<file path="src/rtl/key_pkg.sv">
// Shared types and default timing constants for the key event generator.
package key_pkg;

  typedef enum logic [1:0] {
    IDLE    = 2'd0,
    PRESSED = 2'd1,
    LONG    = 2'd2
  } key_st_t;

  localparam int unsigned KEY_LONG_CYC   = 1000;
  localparam int unsigned KEY_REPEAT_CYC = 200;
  localparam int unsigned KEY_CNT_W      = 16;

endpackage

</file>
<file path="src/rtl/key_event_gen.sv">
// Turns the debounced active-low key level into press/release/long/repeat pulses
// and keeps a wrapping press counter.
module key_event_gen
  import key_pkg::*;
#(
  parameter int unsigned LONG_CYC   = KEY_LONG_CYC,
  parameter int unsigned REPEAT_CYC = KEY_REPEAT_CYC,
  parameter int unsigned CNT_W      = KEY_CNT_W
) (
  input  logic       CLK,
  input  logic       RST,
  input  logic       KEY_In,
  output logic       Press_P,
  output logic       Release_P,
  output logic       Long_P,
  output logic       Repeat_P,
  output logic       Key_Held,
  output logic [7:0] Press_Cnt
);

  localparam longint unsigned TMR_MAX = (64'd1 << CNT_W) - 64'd1;

  if (LONG_CYC < 2 || REPEAT_CYC < 1 ||
      LONG_CYC > TMR_MAX || REPEAT_CYC > TMR_MAX) begin : g_bad_param
    $error("key_event_gen: illegal LONG_CYC/REPEAT_CYC for CNT_W");
  end

  localparam logic [CNT_W-1:0] LONG_LAST   = CNT_W'(LONG_CYC - 1);
  localparam logic [CNT_W-1:0] REPEAT_LAST = CNT_W'(REPEAT_CYC - 1);

  key_st_t          state_q, state_d;
  logic [CNT_W-1:0] tmr_q, tmr_d;
  logic [7:0]       cnt_d;
  logic             press_d, release_d, long_d, repeat_d;

  always_comb begin
    state_d   = state_q;
    tmr_d     = tmr_q;
    cnt_d     = Press_Cnt;
    press_d   = 1'b0;
    release_d = 1'b0;
    long_d    = 1'b0;
    repeat_d  = 1'b0;
    unique case (state_q)
      IDLE: begin
        if (!KEY_In) begin
          state_d = PRESSED;
          press_d = 1'b1;
          tmr_d   = '0;
          cnt_d   = Press_Cnt + 8'd1;
        end
      end
      PRESSED: begin
        // Release is checked first so it wins over a same-cycle threshold match.
        if (KEY_In) begin
          state_d   = IDLE;
          release_d = 1'b1;
          tmr_d     = '0;
        end else if (tmr_q == LONG_LAST) begin
          state_d = LONG;
          long_d  = 1'b1;
          tmr_d   = '0;
        end else begin
          tmr_d = tmr_q + 1'b1;
        end
      end
      LONG: begin
        if (KEY_In) begin
          state_d   = IDLE;
          release_d = 1'b1;
          tmr_d     = '0;
        end else if (tmr_q == REPEAT_LAST) begin
          repeat_d = 1'b1;
          tmr_d    = '0;
        end else begin
          tmr_d = tmr_q + 1'b1;
        end
      end
      default: begin
        state_d = IDLE;
        tmr_d   = '0;
      end
    endcase
  end

  always_ff @(posedge CLK or posedge RST) begin
    if (RST) begin
      state_q   <= IDLE;
      tmr_q     <= '0;
      Press_P   <= 1'b0;
      Release_P <= 1'b0;
      Long_P    <= 1'b0;
      Repeat_P  <= 1'b0;
      Key_Held  <= 1'b0;
      Press_Cnt <= 8'd0;
    end else begin
      state_q   <= state_d;
      tmr_q     <= tmr_d;
      Press_P   <= press_d;
      Release_P <= release_d;
      Long_P    <= long_d;
      Repeat_P  <= repeat_d;
      Key_Held  <= (state_d != IDLE);
      Press_Cnt <= cnt_d;
    end
  end

endmodule

</file>
<file path="config.mk">
export PLATFORM = sky130hd
export DESIGN_NAME = key_event_gen
export DESIGN_NICKNAME = d
export VERILOG_FILES = /design/src/rtl/key_pkg.sv /design/src/rtl/key_event_gen.sv
export SDC_FILE = /design/constraint.sdc
export NUM_CORES = 1
export LEC_CHECK = 0
export CAP_MARGIN = 20
export CORE_ASPECT_RATIO = 0.8
export CORE_MARGIN = 2
export CORE_UTILIZATION = 45
export CTS_CLUSTER_DIAMETER = 50
export CTS_CLUSTER_SIZE = 28
export DETAILED_ROUTE_END_ITERATION = 16
export PLACE_DENSITY = 0.75
export SLEW_MARGIN = 20
export SYNTH_ARGS = -nofsm -noshare
export SYNTH_HDL_FRONTEND = slang
export SYNTH_SLANG_ARGS = --single-unit
</file>
<file path="constraint.sdc">
create_clock -name CLK -period 6.3 [get_ports CLK]
set_clock_uncertainty 0.2 [all_clocks]
set_input_delay 0.945 -clock CLK [delete_from_list [all_inputs] [get_ports CLK]]
set_output_delay 0.945 -clock CLK [all_outputs]
set_load 0.05 [all_outputs]
</file>
Word level (Yosys, flattened, before mapping):

Index checks and enable logic that the tools add are counted.

* $add $sub $neg: 2
* eq/ne operators: 5
* muxes and demuxes: 21
* bitwise gates (word level): 1
* reductions and logical operators: 4

Operators by type and width (number)
* 16-bit 2-to-1 mux: 5
* 16-bit one-hot mux with 3 select lines: 1
* 16-bit by 1-bit adder with 16-bit output (second input constant): 1
* 16-bit by 10-bit equality test with 1-bit output (second input constant): 1
* 16-bit by 8-bit equality test with 1-bit output (second input constant): 1
* 1-bit 2-to-1 mux: 10
* 8-bit by 1-bit adder with 8-bit output (second input constant): 1
* 2-bit 2-to-1 mux: 4
* 2-bit one-hot mux with 3 select lines: 1
* 2-bit by 1-bit equality test with 1-bit output (second input constant): 1
* 2-bit equality test (second input constant): 1
* 2-bit logical NOT: 1
* 2-bit != test (second input constant): 1
* 2-bit AND reduction: 1
* 2-bit nonzero test: 1
* 2-bit OR reduction: 1
* 1-bit inverter: 1

* register bits: 31
* input port bits: 3
* output and inout bits: 13
* word-level logic and storage cells: 41

Longest topological paths before layout:

* word-level depth: 5
* mapped depth: 8
* depth with buffers taken out: 7

Least setup slack after synthesis:

OpenSTA, ideal clock, no wires.

* path type: input to register
* start: in KEY_In
* end: reg Press_Cnt[7]
* setup time: 0.140 ns
* arrival time: 1.856 ns
* slack: 4.104 ns
* stages: 6
* path through: nor2b_1 -> clkbuf_1 -> nand4_1 -> nor2_1 -> nand3_1 -> xnor2_1

* longest elaborated chain between the ends: 2

RTL lines
* start, declared: RTL line key_event_gen.sv:12 `input logic KEY_In,`
* 1-bit inverter (no line)
* 2-bit AND reduction (no line)
* end signal, assigned: RTL line key_event_gen.sv:104 `Press_Cnt <= cnt_d;`
* end, declared: RTL line key_event_gen.sv:18 `output logic [7:0] Press_Cnt`

No other way between the ends.
A chain may end at the register's enable or synchronous reset.

Final worst setup path:

* start: reg Press_Cnt[2]
* end: out Press_Cnt[2]

No word-level cell between the ends.

==> metrics <==
drt first pass iters 4; # Post-CTS Setup Buffers 0; clock root cell clkbuf_8; initial antenna violation count 0; register area share after synthesis 0.463; Mapped Area 1680 µm²; Async SR Flop Fraction 1.00; initial detailed-routing violation count 65; adder-cell share of the synthesized area 0.0448; setup TNS 0 ns; Chip Width 72.2 µm; top cell type by total area after synthesis dfrtp_1; crit end category primary output; via count 1323; worst path required time 5.15 ns; Fmax 0.371 GHz; num ports 16; minimum clock period 2.69 ns; EDFF count, synth 0; core area 3490 µm²; Starting Density 0.479; Antenna Cells 0; crit path DAT 1.55 ns; FF-to-FF setup slack 3.87 ns; Sink Count 31; reg2reg start tmr_q[0]; slowest stage cell, crit path clkdlybuf4s50_1; XOR/XNOR share of the synthesized area 0.0575; first-pass GRT wire length 5.85 mm; Worst-Margin Slew 0.646 ns; Die Y 58.6 µm; Cell Pwr Density 366 nW/µm²; unrepaired setup endpoints after global routing no; Yosys warnings 0; number of global-route vias before repair 1286; mean number of vias per cell 5.88; leakage power 0.804 nW; Synth top cells by count 31 x dfrtp_1, 15 x nor2_1, 12 x nand3_1, 9 x nand2_1, 8 x inv_1; Detail Route Antenna Nets 0; largest net degree at the start of global routing 32; area growth from synthesis to layout 16.8%; top-count cell post-synth dfrtp_1; max_slew headroom 0.564; clk_lat worst skew 0.29 ns; synth unique cells 47; Power Total 0.716 mW; CTS tree done; worst hold start Press_Cnt[7]; CTS clk-pin slew, worst paths 0.07 ns; Final Wtd Congestion 0.850; main combinational cell family by area after synthesis simple AND/OR/NAND/NOR gates; mean post-synth cell area 10.2 µm²; GR Util All Layers 0.184; #FFs+latches synth 31; post-synthesis net count 174; Worst Setup SP Press_Cnt[2]; maximum VDD drop 0.259 mV; post-synth top area share 0.463; crit path kind reg -> out; worst-path maximum fanout 5; clk buf depth 2; DRC 0; row cnt 19; period utilization 0.428; startpoint class of the critical path flip-flop; total CTS buffers 5; count of pins over their slew limit 0; ys flop type dfrtp_1; Simple-Gate Fraction of Synth Area 0.238; final setup violation count 0; min-delay worst type reg -> reg; proportion of synthesized area in mux cells 0.00672; CP max stage delay 0.83 ns; crit path cell chain clkdlybuf4s50_1; Compound-Gate Fraction of Synth Area 0.157; filler instances 282; DR WL/cell 15.0 µm; hold violation count in the final report 0; WL final 3.37 mm; worst path bufs/invs 1; Final nets 191; gr ovfl total 0; layout cell share with drive strength beyond 1 0.0984; ranking of synthesized cells by area dfrtp_1 46%, ha_1 4.5%, nand3_1 3.6%; Die ar. 4230 µm²; Syn Inst Count 165; post-DP HPWL 2.41 mm; status complete, no violations; # port buffers 15; Hold-fix buffers, CTS 0; H-tree Lvls 2; post-cts sizing count 0; CP top delay family buffers and inverters; max cap viols 0
-- final timing paths --
check	endpoint	cells after the start
max	Press_Cnt[2]	1
min	Press_Cnt[7]	1
max reg2reg	tmr_q[10]	6
min reg2reg	Press_Cnt[7]	1
max in group asynchronous	tmr_q[13]	2
min in group asynchronous	Press_P	2
-- registers in the layout, indices dropped and copies added (netlist names) --
signal     flops
Key_Held       1
Long_P         1
Press_Cnt      8
Press_P        1
Release_P      1
Repeat_P       1
state_q        2
tmr_q         16
-- per-stage QoR --
step,setup slack (ns),util,hold WS [ns],instance area [µm²],std cells
2_1_floorplan,4.10,-,0.281,1680,165
3_3_place_gp,3.47,0.530,0.264,1850,217
3_5_place_dp,3.38,0.530,0.264,1850,217
4_1_cts,3.59,0.560,0.275,1960,225
5_1_grt,3.50,0.560,0.283,1960,225
6_report,3.61,0.560,0.267,1960,225
-- power breakdown --
group	total, mW	switching, mW	internal (mW)	leakage, nW
Sequential	0.260	0.0307	0.230	0.416
Combinational	0.281	0.186	0.0945	0.337
Clock	0.175	0.0761	0.0992	0.0505
Total	0.716	0.293	0.423	0.804
-- cells in the final DEF (no fill, tap or decap), types with 4 or more instances in the layout --
cell	Yosys	routed
clkdlybuf4s50_1	0	15
dfrtp_1	31	31
ha_1	6	6
a21oi_1	6	6
o21ai_0	4	4
clkbuf_8	0	7
xor2_1	5	5
nand4_1	7	7
inv_1	8	7
nor2_1	15	15
nand2_1	9	9
nand3_1	12	12
xnor2_1	6	6
-- kinds of logic (layout without fill, tap and decap cells) --
family / after synthesis / count (layout)
AND/OR/NAND/NOR: 68 / 68
flip-flops: 31 / 31
XOR/XNOR: 11 / 11
AO/OA/AOI/OAI: 35 / 35
buffers and inverters: 13 / 31
multiplexers: 1 / 1
adder cells (fa/ha/maj): 6 / 6
-- area by class of cell --
class	count	area (µm²)	area share
clock buffers	7	96.3	0.0492
flip-flops and latches	31	776	0.396
clock inverters	1	7.51	0.00384
inverters	8	30.0	0.0153
well taps	42	52.6	0.0269
repair buffers	15	150	0.0767
multi-input cells	121	845	0.432
-- per-layer routing --
metal	track usage	part of all wire	wire length, µm	up-vias
met3	0.0685	0.046	156	3
met5	0	0	0	-
li1	-	-	-	642
met1	0.239	0.49	1670	644
met2	0.283	0.45	1520	34
met4	0.0701	0.0086	29	0
Power figures use the tool's default switching activity.
==> patch (config.mk and constraints unchanged) <==
Change the package constant `KEY_CNT_W` from 16 to 24.
--- a/src/rtl/key_pkg.sv
+++ b/src/rtl/key_pkg.sv
@@ -9,7 +9,7 @@
 
   localparam int unsigned KEY_LONG_CYC   = 1000;
   localparam int unsigned KEY_REPEAT_CYC = 200;
-  localparam int unsigned KEY_CNT_W      = 16;
+  localparam int unsigned KEY_CNT_W      = 24;
 
 endpackage
 
Behaviour: no difference found for any inputs over 10 cycles, from zero or initial values and one cycle with RST high; that may be too few to reach the edited logic, so the function may still have changed.
==> patch against the unedited design <==
Worst setup slack got worse by 0.099 ns. Largest cell class unchanged. Wire length increased by 56%. Combinational power increased by 4%. Design area increased by 36%. Synthesized area increased by 43%. Register-to-register slack got worse by 0.20 ns. Sequential cell count increased by 8. Die area increased by 40%. Power increased by 7.5%. Sequential share of layout area decreased by 3.0 points.
==> patch: results (changes against the unedited design) <==
[status]
status=finished, final reports clean  ; unchanged

[timing]
worst_hold_slack_ns=0.274  ; was 0.267 ns

[pwr]
vdd_drop_max_v=0.000248  ; was 0.000259 V
p_leak_nw=1.09  ; was 0.804 nW
total_power_mw=0.770  ; was 0.716 mW
p_int_mw=0.447  ; was 0.423 mW
p_seq_frac=0.401  ; was 0.363
comb_cell_power_mw=0.292  ; was 0.281 mW

[finish]
multiInputGateArea_um2=1300  ; was 845 um2
seq_area_frac=0.366  ; was 0.396
num-multi-input-gates=195  ; was 121
nClkBuffers=6  ; was 7
nets=281  ; was 191
fillCellCount=468  ; was 282
final-nonclk-buf-share=0.0676  ; was 0.0767
stdcell_count=335  ; was 225
drive_above_1_share=0.0989  ; was 0.0984
reg_top3=tmr_q (24), Press_Cnt (8), state_q (2)  ; was tmr_q (16), Press_Cnt (8), state_q (2)
final-clk-cell-share=0.0319  ; was 0.0531

[global_route]
grt_pass1_wl_um=9060  ; was 5850 um
grt_max_degree=40  ; was 32
track_usage=0.188  ; was 0.184

[critical_path]
r2r_cells=7  ; was 6
crit_path_top_delay_cell=and2_1  ; was clkdlybuf4s50_1
max_stage_delay_ns=0.81  ; was 0.83 ns
startpoint=KEY_In  ; was Press_Cnt[2]
cp-endpoint=tmr_q[9]  ; was Press_Cnt[2]
r2r-end=tmr_q[16]  ; was tmr_q[10]
r2r_slack_ns=3.67  ; was 3.87 ns
path_max_fanout=25  ; was 5

[drt]
drt_iter0_markers=117  ; was 65
detail_route.vias_per_cell=6.01  ; was 5.88
wl_per_cell_um=15.7  ; was 15.0 um

[synthesis]
synthTopCellsByArea=dfrtp_1, nand2_1, o221ai_1  ; was dfrtp_1, ha_1, nand3_1
synth_common_cells=nand2_1, dfrtp_1, nand3_1  ; was dfrtp_1, nor2_1, nand3_1
syn_area_per_cell_um2=9.16  ; was 10.2 um2
synthesis.nets=271  ; was 174
synth_cell_type_count=46  ; was 47

[cts]
clock-sinks=39  ; was 31

[placed_design]
dp_cells=327  ; was 217
io_buffers=15  ; unchanged
place_area_um2=2570  ; was 1850 um2
gp_congestion=0.799  ; was 0.850

[floorplan]
core_area_um2=5060  ; was 3490 um2

[patch: cell types whose count changed in the layout (fill, tap and decap cells not counted), sizes merged, moves of 6 or more]
| cell | before | now |
|---|---|---|
| nand2 | 9 | 46 |
| o211ai | 1 | 13 |
| o221ai | 0 | 11 |
| and3 | 2 | 10 |
| dfrtp | 31 | 39 |
| o2111ai | 0 | 8 |
| nor2 | 16 | 10 |
[patch: how the worst min path moves through the flow]
| stage | to | depth (start not counted) | startpoint |
|---|---|---|---|
| floorplan | tmr_q[0] | 1 | tmr_q[0] |
| global placement | Press_Cnt[7] | 1 | Press_Cnt[7] |
| detailed placement | Press_Cnt[7] | 1 | Press_Cnt[7] |
| CTS | Press_Cnt[7] | 1 | Press_Cnt[7] |
| global route | Press_Cnt[7] | 1 | Press_Cnt[7] |
| finish | Press_Cnt[7] | 1 | Press_Cnt[7] |
[patch: critical path, delay by kind of cell]
family | cells | cell delay [ns]
AND/OR/NAND/NOR | 2 | 0.93
buffers and inverters | 1 | 0.62
AO/OA/AOI/OAI | 2 | 0.25
[patch: cell families after synthesis]
kind of cell             count (synthesis)  synth area share
XOR/XNOR                                 7            0.0255
flip-flops                              39             0.406
AO/OA/AOI/OAI                           55             0.196
buffers and inverters                   28            0.0547
multiplexers                             1           0.00469
adder cells (fa/ha/maj)                  6            0.0313
AND/OR/NAND/NOR                        126             0.281
[patch: per-layer routing]
layer / vias to the layer above / routed length, um / part of all wire / GRT usage
met5: - / 0 / 0 / 0
met4: 0 / 27 / 0.0051 / 0.0494
met3: 5 / 246 / 0.047 / 0.0393
met2: 51 / 2410 / 0.46 / 0.288
met1: 967 / 2570 / 0.49 / 0.269
li1: 991 / - / - / -
